`config.mk`:
```
export PLATFORM = sky130hd
export DESIGN_NAME = pc_call_stack
export DESIGN_NICKNAME = d
export VERILOG_FILES = /design/src/rtl/pc_call_stack.sv
export SDC_FILE = /design/constraint.sdc
export NUM_CORES = 1
export LEC_CHECK = 0
export CORE_MARGIN = 1.5
export CORE_UTILIZATION = 44
export CTS_BUF_LIST = sky130_fd_sc_hd__clkbuf_4
export DETAILED_ROUTE_END_ITERATION = 16
export GPL_ROUTABILITY_DRIVEN = 0
export PLACE_DENSITY = 0.66
export RECOVER_POWER = 25
export SETUP_SLACK_MARGIN = 0.02
export SLEW_MARGIN = 20
export SYNTH_ARGS = -nofsm -noshare
export SYNTH_HDL_FRONTEND = slang
export SYNTH_SLANG_ARGS = --single-unit
```
`constraint.sdc`:
```
create_clock -name clk -period 7.2 [get_ports clk]
set_clock_uncertainty 0.05 [all_clocks]
set_input_delay 1.44 -clock clk [delete_from_list [all_inputs] [get_ports clk]]
set_output_delay 1.44 -clock clk [all_outputs]
set_load 0.03 [all_outputs]
```
`src/rtl/pc_call_stack.sv`:
```
// pc_call_stack: fetch-stage program counter with a hardware return-address
// stack. Commands are prioritised ret > call > load > branch > increment.
// A stall holds every register. Reset is synchronous and active low.
module pc_call_stack #(
  parameter int WIDTH      = 16,
  parameter int DEPTH      = 4,
  parameter int STEP       = 1,
  parameter int RESET_ADDR = 0
) (
  input  logic                     clk,
  input  logic                     rst_n,
  input  logic                     stall,
  input  logic                     load,
  input  logic                     increment,
  input  logic                     branch,
  input  logic                     call,
  input  logic                     ret,
  input  logic [WIDTH-1:0]         addr,
  input  logic [WIDTH-1:0]         offset,
  output logic [WIDTH-1:0]         count,
  output logic [$clog2(DEPTH):0]   depth,
  output logic                     stack_full,
  output logic                     stack_empty,
  output logic                     err_ovf,
  output logic                     err_unf
);

  localparam int PW = $clog2(DEPTH);

  localparam logic [WIDTH-1:0] STEP_W     = WIDTH'(STEP);
  localparam logic [WIDTH-1:0] RESET_W    = WIDTH'(RESET_ADDR);
  localparam logic [PW:0]      FULL_CNT   = (PW+1)'(DEPTH);
  localparam logic [PW:0]      DEPTH_ONE  = (PW+1)'(1);
  localparam logic [PW-1:0]    INDEX_ONE  = PW'(1);

  logic [WIDTH-1:0] count_q, count_d;
  logic [PW:0]      depth_q, depth_d;
  logic             err_ovf_q, err_ovf_d;
  logic             err_unf_q, err_unf_d;
  logic [WIDTH-1:0] stack_q [DEPTH];
  logic [WIDTH-1:0] stack_d [DEPTH];

  logic [WIDTH-1:0] next_seq;
  logic [PW-1:0]    push_idx;
  logic [PW-1:0]    top_idx;
  logic             full_now;
  logic             empty_now;

  // Decode the stack state and the fall-through address used by several commands.
  always_comb begin
    next_seq  = count_q + STEP_W;
    full_now  = (depth_q == FULL_CNT);
    empty_now = (depth_q == '0);
    push_idx  = depth_q[PW-1:0];
    top_idx   = depth_q[PW-1:0] - INDEX_ONE;
  end

  // Next-state selection: stall freezes everything, otherwise the highest-priority command acts.
  always_comb begin
    count_d   = count_q;
    depth_d   = depth_q;
    err_ovf_d = err_ovf_q;
    err_unf_d = err_unf_q;
    stack_d   = stack_q;
    if (!stall) begin
      if (ret) begin
        if (empty_now) begin
          count_d   = next_seq;
          err_unf_d = 1'b1;
        end else begin
          count_d = stack_q[top_idx];
          depth_d = depth_q - DEPTH_ONE;
        end
      end else if (call) begin
        count_d = addr;
        if (full_now) begin
          err_ovf_d = 1'b1;
        end else begin
          stack_d[push_idx] = next_seq;
          depth_d           = depth_q + DEPTH_ONE;
        end
      end else if (load) begin
        count_d = addr;
      end else if (branch) begin
        count_d = count_q + offset;
      end else if (increment) begin
        count_d = next_seq;
      end
    end
  end

  // Control registers with synchronous active-low reset.
  always_ff @(posedge clk) begin
    if (!rst_n) begin
      count_q   <= RESET_W;
      depth_q   <= '0;
      err_ovf_q <= 1'b0;
      err_unf_q <= 1'b0;
    end else begin
      count_q   <= count_d;
      depth_q   <= depth_d;
      err_ovf_q <= err_ovf_d;
      err_unf_q <= err_unf_d;
    end
  end

  // Return-address storage; contents are meaningless while depth is zero, so no reset.
  always_ff @(posedge clk) begin
    stack_q <= stack_d;
  end

  assign count       = count_q;
  assign depth       = depth_q;
  assign stack_full  = full_now;
  assign stack_empty = empty_now;
  assign err_ovf     = err_ovf_q;
  assign err_unf     = err_unf_q;

endmodule

```
==> flow_metrics.tcl, run 1 <==
set metrics [dict create \
    syn-instance-count 440 \
    die_area_um2 11600 \
    clock_path_buffers 2 \
    layout_commonest_cell "edfxtp_1" \
    clk_pin_slew_ns 0.16 \
    gr-total-overflow 0 \
    num_vias 3804 \
    drc 0 \
    tritoncts "yes" \
    synth_area_leaders "edfxtp_1 (40%), dfxtp_1 (8.7%), mux4_2 (7.4%)" \
    htree_levels 3 \
    ctsResizeCount 0 \
    synth_mux_area_frac 0.0848 \
    crit_required_ns 5.71 \
    rsz0062_at_grt "false" \
    cts_hold_buf 0 \
    hp-class "reg -> reg" \
    postPlaceCellArea_um2 5600 \
    cts_setup_buffers 0 \
    design_area_um2 5720 \
    routedWlPerCell_um 19.2 \
    yosys.area.top_type "edfxtp_1" \
    clk_latency_ns 0.44 \
    netlist_area_um2 4840 \
    power_density_nw_per_um2 212 \
    firstDrtPassIters 5 \
    final_cells 644 \
    grt_pass1_vias 3820 \
    grt_busiest_layer "met2" \
    layout_common_cells "edfxtp_1 (64), clkdlybuf4s50_1 (62), nand2_1 (42)" \
    whs_ns 0.434 \
    initial_core_util 0.448 \
    ys_ff_latch 85 \
    grtUsageTotal 0.221 \
    dp_slack_ns 3.07 \
    ys_seq_area_frac 0.484 \
    dieHeight_um 108 \
    via_per_inst 5.91 \
    grt_pass1_wl_um 19400 \
    diodes 0 \
    syn_nets 502 \
    period_share 0.612 \
    critPathLaunchType "register" \
    synth_top_area_frac 0.397 \
    ir_worst_vdd_v 0.0000739 \
    grt_use_met3 0.0230 \
    grt_max_degree 33 \
    dp.cells 628 \
    cts_root_buffer "clkbuf_4" \
    synth_cell_types 61 \
    clock.fmax_mhz 227 \
    critical_path_class "reg -> out" \
    synth_xor_area_frac 0.0453 \
    relSlewSlack 0.430 \
    die_w_um 108 \
    slew_violations 0 \
    coreArea_um2 10800 \
    rows 38 \
    synthAdderAreaFrac 0.0600 \
    cap_violations 0 \
    min_period_ns 4.41 \
    path_max_fanout 21 \
    synth_top_family_by_area "compound AO/OA/AOI/OAI gates" \
    worstPathArrival_ns 2.92 \
    status "finished clean" \
    worstSetupEndpointType "output port" \
    fill_cells 935 \
    tns_ns 0 \
    synth_simple_gate_area_share 0.118 \
    async_reset_ff_frac 0 \
    cts-buffers-inserted 9 \
    avgSynthCellArea_um2 11.0 \
    antenna_found_initial 0 \
    synth_edf_count 64 \
    use_met1 0.293 \
    tightest_slew_ns 0.856 \
    total_leakage_power_nw 1.97 \
    final-hold-violation-count 0 \
    wl_um 12400 \
    grt_use_met2 0.372 \
    area_growth_pct 18.3 \
    boundaryPins 63 \
    initialDrtViolationCount 250 \
    place_hpwl_um 9150 \
    synth_compound_area_frac 0.176 \
    setup_viol 0 \
    ys_warn_count 0 \
    synthFlopType "edfxtp_1" \
    ant_nets 0 \
    io_buffers 62 \
    fin_ws_ns 2.79 \
    drive_gt1_frac 0.0794 \
    layout.nets 561 \
    clock-sinks 85 \
]
-- synth_stat cells (all sizes together) (10+ instances only) --
cell type and instances:
ha 20, o21ai 29, nor2 25, nand2 42, edfxtp 64, nand3 14
inv 21, dfxtp 21, clkbuf 15, o211ai 10, a31oi 12, a21oi 30
mux4 16, xnor2 21
-- final cells by class --
type / count / area [um^2] / share of cell area
sequential: 85 / 2340 / 0.409
multi-input combinational: 315 / 2340 / 0.408
timing repair buffer: 67 / 658 / 0.115
tap: 140 / 175 / 0.0306
inverter: 21 / 78.8 / 0.0138
clock buffer: 10 / 75.1 / 0.0131
clock inverter: 6 / 55.1 / 0.00962
-- critical path, cell delays in order, from the launching register on --
cell and delay (ns):
dfxtp_1 0.43, inv_1 0.12, ha_1 0.22, nand2b_1 0.56, inv_1 0.44, clkdlybuf4s50_1 0.70
-- per-stage QoR --
stage / power (mW) / utilization
final: 1.21 / 0.530
after global routing: 1.27 / 0.530
after floorplan: 0.835 / -
after detailed placement: 0.962 / 0.518
after CTS: 1.22 / 0.530
after global placement: 0.958 / 0.518
-- logic make-up (layout without fill, tap and decap cells) --
group	Yosys count	in the layout
xor+xnor	25	25
buf+inv	40	104
mux	21	21
fa+ha+maj	22	22
flops	85	85
compound gates	131	131
simple gates	116	116
-- report_power, final --
group	internal, mW	leakage, nW	switching (mW)	total, mW
combinational	0.157	1.14	0.217	0.373
clock	0.0815	0.0671	0.178	0.260
sequential	0.555	0.762	0.0261	0.581
total	0.794	1.97	0.421	1.21
-- metal layers --
metal  part of all wire  vias up
li1                   -     1812
met2               0.48      115
met1               0.45     1848
met5                  0        -
met4              0.034        0
met3              0.035       29
-- path summary, 6_finish.rpt --
check	depth (start not counted)	from	end	slack, ns
worst min-delay path	1	err_ovf	err_ovf	0.43
worst min register to register	1	err_ovf	err_ovf	0.43
worst max register to register	9	depth[1]	count[9]	4.15
worst max-delay path	5	depth[1]	stack_empty	2.79
-- flip-flops by register name, indices dropped and copies added, names as in the netlist --
register / count
err_unf: 1
count: 16
stack_q: 64
err_ovf: 1
depth: 3
Note: power is estimated with default switching activity, not from simulation.
==> run 2, diff against run 1 <==
clock period = 4.21 ns   (was 7.2 ns; I/O delays follow)
==> run 2 against run 1 <==
  * Via count shrank 0.45%
  * Core utilization grew 0.17 points
  * Sequential share of layout area shrank 0.13 points
  * Hold slack gained 0.015 ns
  * Clock-buffer cell count shrank 1
  * Clock power grew 86%
  * Largest power group unchanged
  * Cell area grew 0.33%
  * Flip-flop and latch count is the same
  * Wire length grew 1.2%
  * Critical endpoint is now depth[2]
  * Register-to-register slack lost 2.7 ns
  * Combinational power grew 72%
  * Critical path depth grew 3
==> flow_metrics.tcl, run 2 (same netlist as run 1, synthesis figures left out) <==
set metrics [dict create \
    p_int_mw 1.40 \
    place_hpwl_um 9240 \
    rows 38 \
    tritoncts "yes" \
    critical_path_class "in -> reg" \
    num_vias 3787 \
    grt_max_degree 32 \
    routedWlPerCell_um 19.4 \
    cap_violations 0 \
    cts_root_buffer "clkbuf_4" \
    worstSetupEndpointType "register" \
    cts_setup_buffers 0 \
    status "finished clean" \
    dieHeight_um 108 \
    layout.nets 563 \
    clk_latency_ns 0.46 \
    io_buffers 62 \
    firstDrtPassIters 5 \
    p_sw_mw 0.717 \
    initial_core_util 0.448 \
    tightest_slew_ns 1.35 \
    power_mw 2.12 \
    setup_viol 0 \
    seq_power_share 0.469 \
    via_per_inst 5.86 \
    dr_wl_met3_um 549 \
    ir_worst_vdd_v 0.000147 \
    hp-class "reg -> reg" \
    final_util 0.532 \
    drc 0 \
    critPathLaunchType "input pin" \
    power_density_nw_per_um2 369 \
    drive_gt1_frac 0.0791 \
    wl_met1_um 5570 \
    boundaryPins 63 \
    path_max_fanout 31 \
    relSlewSlack 0.102 \
    dr.max_layer_used "met4" \
    min_from "err_ovf" \
    ctsResizeCount 0 \
    initialDrtViolationCount 366 \
    clock-sinks 85 \
    antenna_found_initial 0 \
    total_leakage_power_nw 1.98 \
    power_switching_share 0.338 \
    tns_ns 0 \
    clock_path_buffers 2 \
    layout_common_cells "edfxtp_1 (64), clkdlybuf4s50_1 (61), nand2_1 (42)" \
    cts-buffers-inserted 9 \
    fill_cells 975 \
    final-hold-violation-count 0 \
    gr-total-overflow 0 \
    wl_um 12500 \
    area_growth_pct 18.6 \
    largest_register_ffs 64 \
    ant_nets 0 \
    die_area_um2 11600 \
    worstPathArrival_ns 3.98 \
    r2r_start "count[4]" \
    clk_pin_slew_ns 0.15 \
    clock.fmax_mhz 274 \
    slew_violations 0 \
    min_period_ns 3.65 \
    grt_pass1_vias 3677 \
    period_share 0.867 \
    rsz0062_at_grt "false" \
    die_w_um 108 \
    diodes 0 \
    cts_hold_buf 0 \
    layout_commonest_cell "edfxtp_1" \
    regMostFlops "stack_q" \
    grtUsageTotal 0.225 \
    cp-startpoint "ret" \
    coreArea_um2 10800 \
    htree_levels 3 \
    crit_required_ns 4.54 \
    met2WireLength_um 5930 \
    clkPwrFrac 0.228 \
    grt_pass1_wl_um 19400 \
    pwr-share-comb 0.302 \
]
[run 2: cell count changes in the layout (fill, tap and decap cells not counted), sizes merged]
cell and delta:
clkinv +3, inv -2, bufinv +1, clkbuf +1
clkdlybuf4s50 -1, clkinvlp -1, dlygate4sd3 +1
[run 2: stage by stage]
step                instances  worst slack, ns  hold WS (ns)  area (um^2)
floorplan                 440             1.10         0.552         4840
finish                    646            0.560         0.449         5740
CTS                       646            0.742         0.446         5750
global placement          630            0.843         0.408         5610
global route              646            0.361         0.459         5740
detailed placement        630            0.716         0.411         5610
[run 2: power groups by stage]
stage | sequential (mW) | clock [mW] | combinational, mW
5_1_grt | 1.00 | 0.520 | 0.701
4_1_cts | 0.994 | 0.493 | 0.642
6_report | 0.995 | 0.484 | 0.641
2_1_floorplan | 1.04 | 0 | 0.385
3_5_place_dp | 1.01 | 0 | 0.638
3_3_place_gp | 1.01 | 0 | 0.630
[run 2: path summary, 6_finish.rpt]
check         endpoint  slack, ns  cells after the start
max           depth[2]       0.56                      8
min            err_ovf       0.45                      1
max reg2reg  count[14]       1.46                      7
min reg2reg    err_ovf       0.45                      1
[run 2: layout make-up]
| type | instances | area (um^2) | area share |
|---|---|---|---|
| Multi-Input combinational cell | 315 | 2340 | 0.407 |
| Tap cell | 140 | 175 | 0.0305 |
| Clock buffer | 9 | 67.6 | 0.0118 |
| Inverter | 21 | 78.8 | 0.0137 |
| Clock inverter | 7 | 73.8 | 0.0129 |
| Timing Repair Buffer | 69 | 666 | 0.116 |
| Sequential cell | 85 | 2340 | 0.408 |
[run 2: routing by layer]
metal	GRT usage	vias to the layer above
li1	-	1809
met1	0.300	1831
met2	0.359	116
met3	0.0303	31
met4	0.118	0
met5	0	-
[run 2: worst max-delay path, cell delays in order]
cell and delay (ns):
dlygate4sd3_1 0.56, clkbuf_1 0.99, inv_1 0.49, fa_1 0.56, xnor2_1 0.14, nand2_1 0.09
xnor2_1 0.15, and2_1 0.15
==> run 3, diff against run 2 <==
GPL_ROUTABILITY_DRIVEN = not set   (was 0)
GPL_TIMING_DRIVEN = 0   (was not set)
==> run 3 against run 2 <==
  * First-iteration DRC count down 30%
  * Largest power group unchanged
  * Sequential share of layout area down 0.33 points
  * Critical path depth unchanged
  * Combinational power up 2%
  * Non-clock buffer count up 12
  * Flip-flop and latch count unchanged
  * Critical path type is now reg -> out
  * Cell area up 0.81%
  * Register-to-register slack worse by 0.66 ns
  * Total power up 1.2%
  * Highest routed layer unchanged
  * Wire length up 3.9%
  * Hold slack worse by 0.014 ns
==> flow_metrics.tcl, run 3 (same netlist as run 1, synthesis figures left out) <==
set metrics [dict create \
    status "finished clean" \
    critical-path-slowest-cell "clkdlybuf4s50_1" \
    rows 38 \
    holdPathStages 1 \
    holdPathEnd "err_ovf" \
    grt_max_degree 17 \
    min_from "err_ovf" \
    crit_buf_inv 6 \
    cts-buffers-inserted 9 \
    min_period_ns 3.91 \
    die_area_um2 11600 \
    worstSetupEndpointType "output port" \
    setup_viol 0 \
    r2r_start "depth[0]" \
    num_vias 3887 \
    slew_violations 0 \
    ctsResizeCount 0 \
    firstDrtPassIters 5 \
    critPathLaunchType "register" \
    drc 0 \
    tns_ns 0 \
    io_buffers 61 \
    cap_violations 0 \
    antenna_found_initial 1 \
    dp_slack_ns 0.570 \
    p_int_mw 1.41 \
    cts_hold_buf 0 \
    clock-sinks 85 \
    initialDrtViolationCount 257 \
    dp.cells 642 \
    wl_um 13000 \
    coreArea_um2 10800 \
    tightest_slew_ns 0.916 \
    worstPathArrival_ns 3.02 \
    worstRegToRegCells 11 \
    regMostFlops "stack_q" \
    via_per_inst 5.90 \
    clock.fmax_mhz 256 \
    clock_path_buffers 2 \
    period_share 0.929 \
    total_leakage_power_nw 1.99 \
    place_hpwl_um 9770 \
    boundaryPins 63 \
    layout_commonest_cell "edfxtp_1" \
    layout_common_cells "edfxtp_1 (64), clkdlybuf4s50_1 (61), nand2_1 (42)" \
    cpPeakStageDelay_ns 0.77 \
    routedWlPerCell_um 19.8 \
    seq_power_share 0.463 \
    initial_core_util 0.448 \
    hp-class "reg -> reg" \
    ant_nets 0 \
    path_max_fanout 10 \
    area_growth_pct 19.6 \
    grtUsageTotal 0.235 \
    crit_required_ns 3.32 \
    gr-total-overflow 0 \
    largest_register_ffs 64 \
    p_sw_mw 0.735 \
    power_switching_share 0.342 \
    clk_pin_slew_ns 0.16 \
    cts_setup_buffers 0 \
    grt_pass1_wl_um 20400 \
    grt_pass1_vias 3875 \
    final_util 0.536 \
    rr_endpoint "count[15]" \
    rsz0062_at_grt "false" \
    critical_path_class "reg -> out" \
    pwr-share-comb 0.304 \
    relSlewSlack 0.389 \
    whs_ns 0.435 \
    reg2reg_slack_ns 0.80 \
    fin_ws_ns 0.300 \
    gp_congestion 0.906 \
    final_cells 659 \
    crit_family "buffers and inverters" \
    dieHeight_um 108 \
    crit_chain "buf_2 -> clkbuf_4 -> inv_1 -> ha_1 -> nand2b_1 -> inv_1 -> clkbuf_1 -> clkdlybuf4s50_1" \
    cts_root_buffer "clkbuf_4" \
    die_w_um 108 \
    final-hold-violation-count 0 \
    clk_latency_ns 0.44 \
    clkPwrFrac 0.232 \
    crit_path_frequent_cell "inv_1" \
    tritoncts "yes" \
    drive_gt1_frac 0.0753 \
    htree_levels 3 \
    ir_worst_vdd_v 0.000170 \
    power_density_nw_per_um2 371 \
    layout.nets 575 \
]
run 3: cell types whose count changed in the layout (fill, tap and decap cells not counted), moves of 2 or more:
cell,delta
buf_2,+2
buf_4,-5
clkbuf_1,+13
clkinv_2,-2
inv_8,+2
run 3: how the worst max path moves through the flow:
stage,startpoint,cells after the start,slack [ns],endpoint
after CTS,depth[0],8,0.14,stack_empty
after floorplan,depth[0],11,1.10,count[15]
after global routing,depth[0],8,0.06,stack_empty
after global placement,ret,6,0.36,stack_q[49]
after detailed placement,depth[0],11,0.57,count[15]
final,depth[0],8,0.30,stack_empty
run 3: power groups by stage:
stage	clock, mW	sequential [mW]	combinational, mW
floorplan	0	1.04	0.385
global placement	0	1.01	0.639
detailed placement	0	1.01	0.645
CTS	0.511	0.995	0.651
global route	0.536	1.00	0.712
finish	0.498	0.995	0.653
run 3: layout make-up:
class                   instances  area, um^2
well taps                     140         175
clock inverters                 7        81.3
multi-input cells             315        2340
fillers                       949        5010
plain buffers                  19        77.6
flip-flops and latches         85        2340
repair buffers                 62         622
clock buffers                   9        67.6
diodes                          1        2.50
inverters                      21        78.8
run 3: worst reg2reg max path: cells and delay by family (launching register included):
family          cells  cell delay [ns]
compound gates      3             0.42
fa+ha+maj           1             0.30
flops               1             0.41
simple gates        1             0.08
mux                 1             0.40
buf+inv             5             1.68
run 3: through the flow:
step / total power, mW / cell area [um^2]
after detailed placement: 1.66 / 5640
after global placement: 1.65 / 5620
after floorplan: 1.43 / 4840
after CTS: 2.16 / 5790
after global routing: 2.25 / 5790
final: 2.15 / 5790
run 3: per-layer routing:
layer | global-route usage | up-vias | wire length, um
met1 | 0.311 | 1870 | 5570
met2 | 0.376 | 143 | 6220
li1 | - | 1839 | -
met4 | 0.113 | 0 | 490
met5 | 0 | - | 0
met3 | 0.0381 | 35 | 746
